File: config.mk
export PLATFORM = sky130hd
export DESIGN_NAME = gray_stream_decoder
export DESIGN_NICKNAME = d
export VERILOG_FILES = /design/src/rtl/gray_stream_decoder.sv
export SDC_FILE = /design/constraint.sdc
export NUM_CORES = 1
export LEC_CHECK = 0
export CELL_PAD_IN_SITES_DETAIL_PLACEMENT = 1
export CELL_PAD_IN_SITES_GLOBAL_PLACEMENT = 1
export CORE_UTILIZATION = 37
export DETAILED_ROUTE_END_ITERATION = 10
export HOLD_SLACK_MARGIN = 0.05
export PLACE_DENSITY = 0.79
export SKIP_LAST_GASP = 1
export SYNTH_ARGS = -nofsm -noshare
export SYNTH_HDL_FRONTEND = slang
export SYNTH_SLANG_ARGS = --single-unit
File: constraint.sdc
create_clock -name clk -period 2.33 [get_ports clk]
set_clock_uncertainty 0.05 [all_clocks]
set_input_delay 0.233 -clock clk [delete_from_list [all_inputs] [get_ports clk]]
set_output_delay 0.233 -clock clk [all_outputs]
set_load 0.005 [all_outputs]
File: src/rtl/gray_stream_decoder.sv
// Gray-to-binary stream decoder: one output register behind valid/ready, with
// step direction, illegal-transition flag and a saturating error counter.
module gray_stream_decoder #(
  parameter int unsigned WIDTH = 4,
  parameter int unsigned CNT_W = 8
) (
  input  logic             clk,
  input  logic             rst,
  input  logic             in_valid,
  output logic             in_ready,
  input  logic [WIDTH-1:0] gray_in,
  output logic             out_valid,
  input  logic             out_ready,
  output logic [WIDTH-1:0] bin_out,
  output logic             dir_up,
  output logic             step_err,
  output logic [CNT_W-1:0] err_cnt
);

  typedef enum logic {FIRST, TRACK} state_t;

  state_t           state, state_nx;
  logic [WIDTH-1:0] ref_gray;
  logic [WIDTH-1:0] diff;
  logic [WIDTH-1:0] new_bin;
  logic             accept;
  logic             nxt_err;
  logic             nxt_dir;

  assign in_ready = !out_valid || out_ready;
  assign accept   = in_valid && in_ready;
  assign diff     = gray_in ^ ref_gray;

  // Prefix-XOR from the MSB down, built from shifted copies of the whole word.
  always_comb begin
    new_bin = gray_in;
    for (int unsigned i = 1; i < WIDTH; i++)
      new_bin = new_bin ^ (gray_in >> i);
  end

  // bin_out is loaded on every accept, exactly like ref_gray, so it doubles as
  // the reference word's binary value.
  always_comb begin
    state_nx = state;
    nxt_err  = 1'b0;
    nxt_dir  = dir_up;
    if (accept) begin
      case (state)
        FIRST: state_nx = TRACK;
        TRACK: begin
          if ((diff & (diff - WIDTH'(1))) != '0)
            nxt_err = 1'b1;
          else if (diff != '0)
            nxt_dir = (new_bin == bin_out + WIDTH'(1));
        end
        default: state_nx = FIRST;
      endcase
    end
  end

  always_ff @(posedge clk) begin
    if (rst) state <= FIRST;
    else     state <= state_nx;
  end

  always_ff @(posedge clk) begin
    if (rst) begin
      ref_gray  <= '0;
      out_valid <= 1'b0;
      bin_out   <= '0;
      dir_up    <= 1'b1;
      step_err  <= 1'b0;
      err_cnt   <= '0;
    end else if (accept) begin
      ref_gray  <= gray_in;
      out_valid <= 1'b1;
      bin_out   <= new_bin;
      dir_up    <= nxt_dir;
      step_err  <= nxt_err;
      if (nxt_err && err_cnt != '1)
        err_cnt <= err_cnt + CNT_W'(1);
    end else if (out_ready) begin
      out_valid <= 1'b0;
    end
  end

endmodule

Yosys cells after proc, flatten, opt, wreduce, memory -nomap -nowiden. Index checks and enable logic that the tools add are counted.

Add/sub/neg operators: 3. $mul: 0. Div/mod/pow operators: 0. Order comparisons: 0. Equality and inequality tests: 2. Shift operators: 0. Multiplexer cells: 5. Bitwise logic cells: 6. Reductions and logical operators: 9.

Operator list (number): $add A8 B1 Y8 const B (1); $ne A8 B8 Y1 const B (1); $reduce_bool A4 Y1 (2); $mux W1 (5); $add A4 B1 Y4 const B (1); $and A4 B4 Y4 (1); $eq A4 B4 Y1 (1); $reduce_and A4 Y1 (1); $sub A4 B1 Y4 const B (1); $xor A4 B1 Y4 (1); $xor A4 B2 Y4 (1); $xor A4 B3 Y4 (1); $xor A4 B4 Y4 (1); $logic_and A1 B1 Y1 (2); $reduce_and A2 Y1 (1); $reduce_bool A2 Y1 (1); $logic_not A1 Y1 (1); $logic_or A1 B1 Y1 (1); $not A1 Y1 (1).

Flip-flop bits (word level): 20. Bits in latches: 0. RAM bits: 0. ROM bits: 0. Bits of input ports: 8. Logic and storage cells: 32. Memories: 0.

Depth between registers and ports, before layout.
Depth in word-level cells: 9. Gate-level depth with buffers: 6. Depth with buffers taken out: 5.

Least setup slack after synthesis. OpenSTA, ideal clock, no wires.

Path kind: register -> register. From: register err_cnt[3]. To: register err_cnt[5]. Arrival: 1.556 ns. Required time: 2.159 ns. Setup slack: 0.604 ns. Stages on the path, launching flop included: 6. Buffers on the path: 0. Period minus slack after synthesis: 1.726 ns. Path through: dfxtp_1 and4_1 and3_1 and2_0 nor4_1 mux2_2.

Longest elaborated chain between the ends: 3. Elaborated cells between the ends (all ways): 4. Classes of those cells: 1 x add/sub; 1 x eq/ne; 2 x reduce/logical.

RTL lines: from (decl) (RTL line 17) `output logic [CNT_W-1:0] err_cnt`; from (signal assigned) (RTL line 81) `err_cnt <= err_cnt + CNT_W'(1);`; branches (longest 3 deep; another with $add A8 B1 Y8).

Several ways; the timed one is not identified. A chain may end at the register's enable or synchronous reset.

Final worst setup path.
From: input port gray_in[2]. To: register err_cnt[4].

Longest elaborated chain between the ends: 9.

RTL lines: from (decl) (RTL line 11) `input logic [WIDTH-1:0] gray_in,`; $xor A4 B4 Y4 (*) (RTL line 32) `assign diff = gray_in ^ ref_gray;`; $sub A4 B1 Y4 (RTL line 51) `if ((diff & (diff - WIDTH'(1))) != '0)`; $and A4 B4 Y4 (*) (RTL line 51); $reduce_bool A4 Y1 (*) (RTL line 51); $mux W1 (*) (RTL line 51); $mux W1 (*) (RTL line 48) `case (state)`; $mux W1 (*) (RTL line 47) `if (accept) begin`; $logic_and A1 B1 Y1 (*) (RTL line 80) `if (nxt_err && err_cnt != '1)`; $reduce_and A2 Y1 (no source line) (*).

Every way passes the cells marked *; elsewhere a longest branch is shown, timed or not.

==> metrics.txt <==
number of cell rows=19; Reg clk slew, reported paths=0.12 ns; Routed Antenna Nets=0; Mean Syn Cell Area=8.46 um2; TritonCTS clock tree=yes; Final nets=173; launching element type of the critical path=primary input; number of detailed-routing iterations run before antenna repair=7; reported leakage power=0.000512 uW; post-synth design cell area=0.00114 mm2; Slew headroom=61.9%; ordered cell list for the critical path=clkdlybuf4s50_1 -> xor2_1 -> maj3_1 -> o2111ai_1 -> or4_1 -> a21oi_1; First DRT Iteration DRCs=22; portion of total power attributed to the clock network=25.0%; post-placement worst setup slack=0.0600 ns; CTS Root Buffer Type=sky130_fd_sc_hd__clkbuf_4; final weighted congestion in routability-driven placement=0.802; clock buffers created by TritonCTS=3; vias in the first global route=1038; maximum capacitance violations=0; crit end category=register; part of the Yosys area used for sequential elements=33.3%; worst endpoint required time=2.51 ns; overall die height=57.6 um; global-route total usage across every layer=18.7%; max-slew violations=0; final routed wire length divided by cell count=14.5 um; hpwl dp=2180 um; proportion of power drawn by combinational gates=24.7%; startpoint of the worst register-to-register path=err_cnt[3]; worst-case setup margin in the final layout=0.374 ns; cell area power density=490 mW/mm2; starting density of the core=40.4%; Least-Margin Pin Slew=0.567 ns; Worst R2R Setup Slack=0.39 ns; post-route cell area=0.00143 mm2; WL final=2790 um; result of the run=finished with violations; Diodes inserted=0; Max FO, Critical Path=6; Setup crit start=gray_in[2]; area overhead of the layout relative to synthesis=25.2%; cell type of the slowest stage on the worst timing path=sky130_fd_sc_hd__clkdlybuf4s50_1; count of endpoints failing hold in the final timing report=0; worst hold slack after final layout=0.424 ns; number of vias in the routed layout=1076; postcts setup bufs=0; share of final-layout standard cells stronger than drive strength 1=11.1%; maximum number of pins on one net before global-route repair=14; proportion of power drawn by flip-flops and latches=50.3%; design internal power=487 uW; quantity of I/O buffers inserted on ports=23; setup violation total in the final timing report=0; Synthesized Nets=145; highest achievable clock rate=0.511 GHz; GRT overflow=0; switching share of power=30.5%; via/cell ratio=5.58; placed instance area=0.00140 mm2; number of standard cells in the layout, taps in and fillers out=193; highest cell delay on the worst timing path=0.57 ns; failing checks=design-rule violations; setup TNS after final layout=0 ns; RSZ-0062 raised after global routing=no; boundary pin count=24; Yosys warning count=0; clock sinks=19; CTS H-tree depth=1; Setup crit end=err_cnt[4]; Worst-Skew Late Latency=0.31 ns; buffers from clock root to sink, at most=2; initial antenna violation count=0; NetSw=214 uW; post-CTS resize count=0; data arrival at the endpoint of the critical path=2.14 ns; Worst Reg2Reg Path Length in Cells=5; wire length of the first global-routing pass=4810 um; Die Wd=57.6 um; family with the most delay on the worst path=buffers and inverters; number of distinct library cells after synthesis=38; cell count after synthesis=135; final clock period utilization by the worst path=84.0%; Crit. path cell count=6; Die Footprint=0.00331 mm2; remaining design rule violation count=2; Critical Setup Path Class=in2reg; flop and latch count out of synthesis=19; Worst Hold Class=reg2reg; Critical path buffers and inverters=1; Core Area=0.00283 mm2; worst vdd rail ir drop=0.000345 V; capture point of the worst reg-to-reg path=err_cnt[5]; final critical path time including I/O delays and setup=1.96 ns; number of buffers inserted for hold repair after clock tree synthesis=0; cell count after placement=189
==> cells in the mapped netlist (all sizes together) <==
master,instances,area [um2]
or3,2,13.8
o311a,2,20.0
o211ai,1,21.3
xnor2,12,113
or4,2,15.0
mux2,1,11.3
a21oi,17,88.8
maj3,1,10.0
o21a,1,7.51
and3,4,26.3
ha,2,25.0
a31oi,1,6.26
nor2b,1,6.26
inv,4,15.0
dfxtp,19,380
o22ai,1,6.26
o21bai,2,15.0
nand4,2,12.5
and2,1,6.26
nor3,3,15.0
xor2,4,35.0
o2111ai,1,8.76
nand3,11,55.1
or3b,1,8.76
nand2,12,45.0
o21ai,7,38.8
nor2,6,22.5
nor4,1,6.26
buf,6,56.3
nand2b,2,12.5
and4,1,8.76
o31ai,4,30.0
==> sequential cells by signal, summed over array words and instances, names as in the netlist <==
name and count:
bin_out 4, dir_up 1, err_cnt 8, out_valid 1
ref_gray 3, state 1, step_err 1
==> routing by layer <==
layer	part of all wire, %	track usage, %	vias up
met4	1.3	4.53	0
met3	2.8	4.08	4
met1	49	24.2	512
met2	47	31.7	16
li1	-	-	544
met5	0	0	-
==> area by class of cell <==
cell class,instances,area [um2]
tap,31,38.8
clock buffer,3,22.5
fill,361,1400
inverter,4,15.0
multi-input combinational,106,691
clock inverter,1,7.51
timing repair buffer,29,275
sequential,19,380
==> cells by family (layout without fill, tap and decap cells) <==
kind of cell | count (synthesis) | after routing | share of synthesized area (%)
AO/OA/AOI/OAI | 37 | 37 | 21.3
XOR/XNOR | 16 | 16 | 12.9
adder cells (fa/ha/maj) | 3 | 3 | 3.07
buffers and inverters | 10 | 37 | 6.24
flip-flops | 19 | 19 | 33.3
multiplexers | 1 | 1 | 0.986
AND/OR/NAND/NOR | 49 | 49 | 22.2
==> power by group through the flow <==
| stage | Combinational (uW) | Sequential (uW) | Clock, uW |
|---|---|---|---|
| 2_1_floorplan | 114 | 358 | 0 |
| 3_3_place_gp | 168 | 359 | 0 |
| 3_5_place_dp | 175 | 360 | 0 |
| 4_1_cts | 175 | 353 | 188 |
| 5_1_grt | 193 | 355 | 201 |
| 6_report | 174 | 353 | 175 |
==> how the worst min path moves through the flow <==
| stage | startpoint | to | slack (ns) | cells after the start |
|---|---|---|---|---|
| global placement | state | state | 0.39 | 2 |
| finish | state | state | 0.42 | 2 |
| CTS | state | state | 0.43 | 2 |
| global route | step_err | step_err | 0.46 | 2 |
| detailed placement | state | state | 0.40 | 2 |
| floorplan | gray_in[0] | ref_gray[0] | 0.33 | 2 |
==> cells in the final DEF (no fill, tap or decap), types with 3 or more instances in the layout <==
cell type / count
sky130_fd_sc_hd__nand3_1: 11
sky130_fd_sc_hd__and3_1: 3
sky130_fd_sc_hd__dfxtp_1: 19
sky130_fd_sc_hd__xnor2_1: 11
sky130_fd_sc_hd__nor3_1: 3
sky130_fd_sc_hd__xor2_1: 4
sky130_fd_sc_hd__a21oi_1: 16
sky130_fd_sc_hd__clkdlybuf4s50_1: 23
sky130_fd_sc_hd__nor2_1: 6
sky130_fd_sc_hd__o21ai_0: 6
sky130_fd_sc_hd__o31ai_1: 4
sky130_fd_sc_hd__buf_4: 6
sky130_fd_sc_hd__clkbuf_4: 3
sky130_fd_sc_hd__nand2_1: 12
sky130_fd_sc_hd__inv_1: 4
==> metrics by stage <==
| step | power (uW) | util, % |
|---|---|---|
| 2_1_floorplan | 472 | - |
| 3_3_place_gp | 527 | 49.5 |
| 3_5_place_dp | 535 | 49.5 |
| 4_1_cts | 716 | 50.6 |
| 5_1_grt | 749 | 50.6 |
| 6_report | 701 | 50.6 |
==> worst register-to-register path, delay by kind of cell (launching register included) <==
family | cells | cell delay [ns]
DFF | 1 | 0.39
muxes | 1 | 0.37
and+or+nand+nor | 4 | 1.03
No activity file was read; power rests on OpenSTA's default activity.
